[src/rtl/vol_ramp.sv]
// vol_ramp: stereo volume scaler whose gain ramps toward the slider target in
// STEP increments every RAMP_DIV clocks, with a two-stage saturating pipeline.
module vol_ramp #(
  parameter int RAMP_DIV = 1024,
  parameter int STEP     = 4
) (
  input  logic        clk,
  input  logic        rst_n,
  input  logic [11:0] VOLUME,
  input  logic [15:0] aud_in_lft,
  input  logic [15:0] aud_in_rght,
  input  logic        aud_vld,
  output logic [15:0] aud_out_lft,
  output logic [15:0] aud_out_rght,
  output logic        aud_out_vld,
  output logic [11:0] gain,
  output logic        ramping
);
  localparam int CW = (RAMP_DIV > 2) ? $clog2(RAMP_DIV) : 1;
  logic [11:0] tgt, gain_nxt, dn_gap;
  logic [CW-1:0] cnt;
  logic tick;
  logic [12:0] up;
  logic signed [28:0] p_l, p_r;
  logic s1_vld;
  assign tick = cnt == CW'(RAMP_DIV - 1);
  // 13-bit sum so gain+STEP cannot wrap before the clamp to tgt
  assign up = {1'b0, gain} + 13'(STEP);
  assign dn_gap = gain - tgt;
  assign ramping = gain != tgt;
  always_comb
    gain_nxt = !tick ? gain :
               gain < tgt ? (up > {1'b0, tgt} ? tgt : up[11:0]) :
               gain > tgt ? (dn_gap > 12'(STEP) ? gain - 12'(STEP) : tgt) :
               gain;
  function automatic logic [15:0] sat(input logic signed [28:0] p);
    logic signed [28:0] s;
    s = p >>> 11;
    return s > 29'sd32767 ? 16'h7fff : s < -29'sd32768 ? 16'h8000 : s[15:0];
  endfunction
  always_ff @(posedge clk or negedge rst_n) begin
    if (!rst_n) begin
      tgt          <= '0;
      cnt          <= '0;
      gain         <= '0;
      p_l          <= '0;
      p_r          <= '0;
      s1_vld       <= 1'b0;
      aud_out_lft  <= '0;
      aud_out_rght <= '0;
      aud_out_vld  <= 1'b0;
    end else begin
      tgt    <= VOLUME;
      cnt    <= tick ? '0 : cnt + 1'b1;
      gain   <= gain_nxt;
      s1_vld <= aud_vld;
      if (aud_vld) begin
        p_l <= 29'($signed(aud_in_lft)) * 29'($signed({1'b0, gain}));
        p_r <= 29'($signed(aud_in_rght)) * 29'($signed({1'b0, gain}));
      end
      aud_out_vld <= s1_vld;
      if (s1_vld) begin
        aud_out_lft  <= sat(p_l);
        aud_out_rght <= sat(p_r);
      end
    end
  end
endmodule

[config.mk]
export PLATFORM = sky130hd
export DESIGN_NAME = vol_ramp
export DESIGN_NICKNAME = d
export VERILOG_FILES = /design/src/rtl/vol_ramp.sv
export SDC_FILE = /design/constraint.sdc
export NUM_CORES = 1
export LEC_CHECK = 0
export CAP_MARGIN = 20
export CORE_MARGIN = 1
export CORE_UTILIZATION = 35
export CTS_BUF_LIST = sky130_fd_sc_hd__clkbuf_4
export DETAILED_ROUTE_END_ITERATION = 8
export PLACE_DENSITY = 0.52
export SETUP_SLACK_MARGIN = 0.02
export SYNTH_ARGS = -nofsm -noshare
export SYNTH_HDL_FRONTEND = slang
export SYNTH_SLANG_ARGS = --single-unit
[constraint.sdc]
create_clock -name clk -period 6.8 [get_ports clk]
set_input_delay 1.02 -clock clk [delete_from_list [all_inputs] [get_ports clk]]
set_output_delay 1.02 -clock clk [all_outputs]
set_load 0.1 [all_outputs]
==> reports/metrics.cfg <==
[run_status]
status=finished clean

[worst_setup_path]
critPathKind=register to register
slowest_delay_ns=0.99
critical_path.cell_chain=buf_4 -> nand2_1 -> fa_1 -> inv_1 -> fa_1 -> fa_1 -> fa_1 -> inv_1 -> fa_1 -> inv_1 -> ha_1 -> nand4_1 -> a21oi_1 -> nand2_1 -> and3b_1 -> and2_1 -> o21ai_0 -> a31o_2 -> a211oi_1 -> o41ai_1
cp.required_ns=7.33
arrival_ns=6.81
crit_family=adder cells
cpMaxStageDelayCell=dfrtp_1
crit_start=gain[4]
crit_path_end_kind=register
r2r_start=gain[4]
path_common_cell=fa_1
crit_path_start_kind=register
path_max_fanout=19
path_buf_inv=4

[synthesis]
yosysWarnings=0
ys_ff_latch=104
synth_area_per_cell_um2=8.795
synth_top_area_frac=0.3625
synth_cell_types=69
ys.flop_type=dfrtp_1
synth_nets=2782
syn-cell-area_um2=19600
ys_seq_area_frac=0.1328
yosys-top-cells-area=fa_1, dfrtp_1, inv_1, ha_1, and2_1
syn_inst=2229
async_flop_share=1.000
synth_edf_count=0
synth_top_area_cell=fa_1

[power_and_ir_drop]
p_leak_nw=11.51
seq_power_share=0.504
clockPowerShare=0.298
p_total_mw=1.298
comb_power_share=0.198
ir_worst_vdd_uv=76.74
intPower_mw=0.8051
switching_share=0.3800
p_switching_mw=0.4933
powerDensity_nw_per_um2=59.01

[placed_design]
dpl_worst_slack_ns=-0.02751
io_buffers=92
place_congestion=0.8585
postPlaceCellArea_um2=21840
dp_hpwl_um=40270

[routing]
routed_wl_um=49140
drc=0
ant_nets=0
routedWlPerCell_um=15.98
avgViaCountPerCell=4.764
dr_total_vias=14650
drt_iter0_markers=580
drt_pre_antenna_iters=5

[sta]
rsz0062_at_grt=no
fmax_ghz=0.1591
setup_violations=0
slew_viol_final=0
clock_skew_ns=0.06503
report.final.hold_viol_count=0
fin_ws_ns=0.5150
relSlewSlack=0.2169
tightestPinTransition_ns=1.175
min_period_ns=6.285
fin_tns_setup_ns=0
min_period_over_period=0.9243

[worst_hold_path]
min_path_type=input pin to async pin

[clock_tree]
cts-root-buf=clkbuf_4
hold_buffers=0
clkTransAtPathRegs_ns=0.27
clock-sinks=104
cts_buffers=9
clk_latency_ns=0.66
clk_path_buf_depth=2
cts_tree=yes
post_cts_buffers=0
h-tree-depth=3
post_cts_resized=0

[floorplanning]
fp.dieW_um=238.7
coreArea_um2=55200
die_area_um2=56960
start_util=0.3551
io_pins=93
row_count=86
die_h_um=238.7

[job]
drv_cap=0

[global_routing]
antenna_found_initial=4
grt_pass1_vias=15910
grt_first_pass_wirelength_um=83310
groute.usage.overall=0.1860
grt_max_degree=71
grt.overflow.total=0

[finish]
fillers=5613
area_delta_synth_final_pct=12.24
post-route-cell-area_um2=22000
drive_gt1_frac=0.06802
finalNetCount=2871

power groups by stage:
stage / Clock [mW] / Combinational [mW] / Sequential [mW]
after global placement: 0 / 0.256 / 0.666
after CTS: 0.417 / 0.259 / 0.655
after floorplan: 0 / 0.0746 / 0.727
after detailed placement: 0 / 0.258 / 0.665
final: 0.387 / 0.257 / 0.654
after global routing: 0.430 / 0.274 / 0.657
cells in the final DEF, fill, tap and decap left out, types with 4 or more instances in the layout:
master           count
a211oi_1             6
a21boi_0             4
a21o_1              14
a21oi_1             42
a31oi_1              7
and2_1             181
and3_1              12
buf_12               6
buf_4               92
clkbuf_4             9
clkdlybuf4s50_1     90
dfrtp_1            103
diode_2              4
fa_1               355
ha_1               151
inv_1              521
mux2_2              28
mux2i_1             14
nand2_1            295
nand2b_1             5
nand3_1             24
nand4_1              5
nor2_1              94
nor2b_1              4
nor3_1               7
o211ai_1            37
o21a_1               6
o21ai_0             53
o21ai_1              9
o21bai_1             7
or2_2                4
or3_1                5
xnor2_1             49
xor2_1              19
metrics by stage:
stage               cells    util  hold WS [ns]
floorplan            2229       -        0.3519
global placement     3055  0.3957        0.4704
detailed placement   3055  0.3957        0.4818
CTS                  3071  0.3984        0.2327
global route         3075  0.3986        0.2626
finish               3075  0.3986        0.2834
area by class of cell:
| type | count | area, µm² | area share |
|---|---|---|---|
| clock inverter | 7 | 83.83 | 0.003810 |
| antenna | 4 | 10.01 | 0.0004549 |
| timing repair buffer | 189 | 1717 | 0.07802 |
| sequential | 104 | 2604 | 0.1183 |
| inverter | 522 | 1959 | 0.08905 |
| clock buffer | 9 | 67.56 | 0.003071 |
| tap | 748 | 935.9 | 0.04254 |
| multi-input combinational | 1492 | 14630 | 0.6647 |
path summary, 6_finish.rpt:
kind	slack, ns	depth (start not counted)	endpoint
worst min-delay path	0.28	1	gain[7]
min in group clk	0.50	1	cnt[0]
worst max register to register	0.51	20	p_l[25]
worst min register to register	0.50	1	cnt[0]
worst max-delay path	0.51	20	p_l[25]
max in group asynchronous	5.08	2	aud_out_rght[11]
metal layers:
layer / global-route usage / wire, µm
met5: 0 / 19
met4: 0.05381 / 1150
met3: 0.02286 / 1441
met2: 0.3224 / 24560
met1: 0.2425 / 21970
synthesized netlist by cell type (28+ instances only):
library cell    n
xnor2_1        49
nand2_1       295
dfrtp_1       104
nor2_1         94
clkbuf_1      100
mux2_2         28
fa_1          355
and2_1        181
o211ai_1       37
inv_1         521
ha_1          151
a21oi_1        42
o21ai_0        53
kinds of logic after synthesis:
family                     share of synthesized area
buffers and inverters                         0.1212
adders and majority gates                     0.4589
AOI/OAI and AO/OA                            0.07225
DFF                                           0.1328
xor gates and xnor gates                     0.03038
and+or+nand+nor                               0.1592
muxes                                        0.02527
sequential cells by signal, indices dropped and copies added, names as in the netlist:
register / count
gain: 12
cnt: 10
aud_out_rght: 16
aud_out_vld: 1
aud_out_lft: 16
p_l: 18
p_r: 18
s1_vld: 1
tgt: 12
(Power assumes the default switching activity.)
==> edit, RTL diff (config.mk and constraints unchanged) <==
`RAMP_DIV`: 1024 -> 2048.
--- a/src/rtl/vol_ramp.sv
+++ b/src/rtl/vol_ramp.sv
@@ -1,7 +1,7 @@
 // vol_ramp: stereo volume scaler whose gain ramps toward the slider target in
 // STEP increments every RAMP_DIV clocks, with a two-stage saturating pipeline.
 module vol_ramp #(
-  parameter int RAMP_DIV = 1024,
+  parameter int RAMP_DIV = 2048,
   parameter int STEP     = 4
 ) (
   input  logic        clk,
Formal check against the unedited RTL: same outputs for any inputs over 10 cycles, from zero or initial values and one cycle with rst_n low; that may be too few to reach the edited logic, so the function may still have changed.
==> edit against the unedited design <==
  * Worst setup slack got worse by 0.0077 ns
  * Cell count increased by 0.13%
  * Total power decreased by 1.6%
  * Sequential share of layout area increased by 0.055 points
  * Sequential cell count increased by 1
  * Clock skew decreased by 0.025 ns
  * Die area increased by 1.2%
  * Final area increased by 0.49%
  * Wire length increased by 3.8%
  * Area after synthesis increased by 1.3%
  * Largest power group unchanged
==> edit: results (changes against the unedited design) <==
status:
  status: "complete, no violations"
critical_path:
  rrSetupSlack_ns: 0.61  # +0.10 ns
  max_stage_delay_ns: 0.63  # -0.36 ns
  crit_slowest_cell: "o31ai_1"
  r2r-end: "p_l[27]$_DFFE_PN0P_"
  cp_max_fo: 8  # -11
  rr_startpoint: "gain[5]$_DFFE_PN0P_"
  r2r_cells: 19  # -5.0%
  critPathLaunch: "aud_in_lft[5]"
layout:
  drive_gt1_share_pct: 6.66  # -0.14 points
  fin_nets: 2875  # +0.14%
  fillers: 5708  # +1.7%
detailed_routing:
  drt_pass1_iterations: 4  # -1
  wl_met3_mm: 1.52  # +5.2%
  totalWireLength_mm: 51.0  # +3.8%
  met2WireLength_mm: 26.6  # +8.2%
  viasPerCell: 4.79  # +0.59%
  drt_iter0_markers: 717  # +24%
  wl_per_cell_um: 16.6  # +3.6%
synth:
  netlist_top_cells_area: "fa_1 (36%), dfrtp_1 (13%), inv_1 (9.6%)"
  yosysSeqAreaShare_pct: 13.2  # -0.039 points
  postSynthAreaPerCell_um2: 8.83  # +0.40%
  syn_nets: 2801  # +0.68%
sta:
  min_period_ns: 6.29  # +0.00773 ns
  whs_ns: 0.352  # +0.0683 ns
  worst_pin_slew_ns: 1.05  # -0.129 ns
  clock_skew_ns: 0.0403  # -0.0247 ns
global_routing:
  use_met3_pct: 2.28  # about the same
  grt_pass1_wl_mm: 86.9  # +4.3%
  gr-usage-met2_pct: 35.5  # +3.3 points
power:
  irDropWorstVdd_v: 0.0000733  # -4.5%
place:
  dpl.cell_count: 3059  # +0.13%
  place_area_um2: 21900  # +0.49%
  place.gp.congestion: 0.857  # -0.22%
==> edit: area by class of cell <==
class                   instances  area (µm²)  area share [%]
diodes                          4        10.0          0.0453
flip-flops and latches        105        2630            11.9
clock inverters                 7        85.1           0.385
multi-input cells            1523       14900            67.4
well taps                     748         936            4.23
inverters                     506        1900            8.59
repair buffers                177        1590            7.19
clock buffers                   9        67.6           0.306
==> edit: cells by family after synthesis <==
| group | after synthesis | synth area share (%) |
|---|---|---|
| compound gates | 228 | 7.68 |
| xor+xnor | 75 | 3.31 |
| fa+ha+maj | 506 | 45.3 |
| buf+inv | 620 | 11.7 |
| flops | 105 | 13.2 |
| mux | 46 | 2.57 |
| simple gates | 668 | 16.2 |
==> edit: worst reg2reg max path, stage by stage, from the launching register on <==
cell and delay [ns]:
dfrtp_1 0.91, nand2_1 0.18, fa_1 0.52, fa_1 0.51
inv_1 0.05, fa_1 0.46, fa_1 0.54, inv_1 0.05
fa_1 0.56, inv_1 0.06, ha_1 0.32, nand2_1 0.10
o211ai_1 0.21, a31oi_1 0.09, buf_4 0.17, o31ai_1 0.63
a2111oi_2 0.18, buf_4 0.18, xnor2_1 0.11, mux2_2 0.26
==> edit: metrics by stage <==
step | util, % | TNS (ns)
2_1_floorplan | - | 0
3_3_place_gp | 39.5 | -0.129
3_5_place_dp | 39.5 | -0.570
4_1_cts | 39.8 | 0
5_1_grt | 39.8 | 0
6_report | 39.8 | 0
==> edit: where the power goes <==
group | total (mW) | leakage, nW | internal, mW | switching, mW
combinational | 0.246 | 10.0 | 0.0786 | 0.167
clock | 0.373 | 0.0774 | 0.0885 | 0.284
sequential | 0.660 | 1.40 | 0.640 | 0.0199
total | 1.28 | 11.5 | 0.807 | 0.471
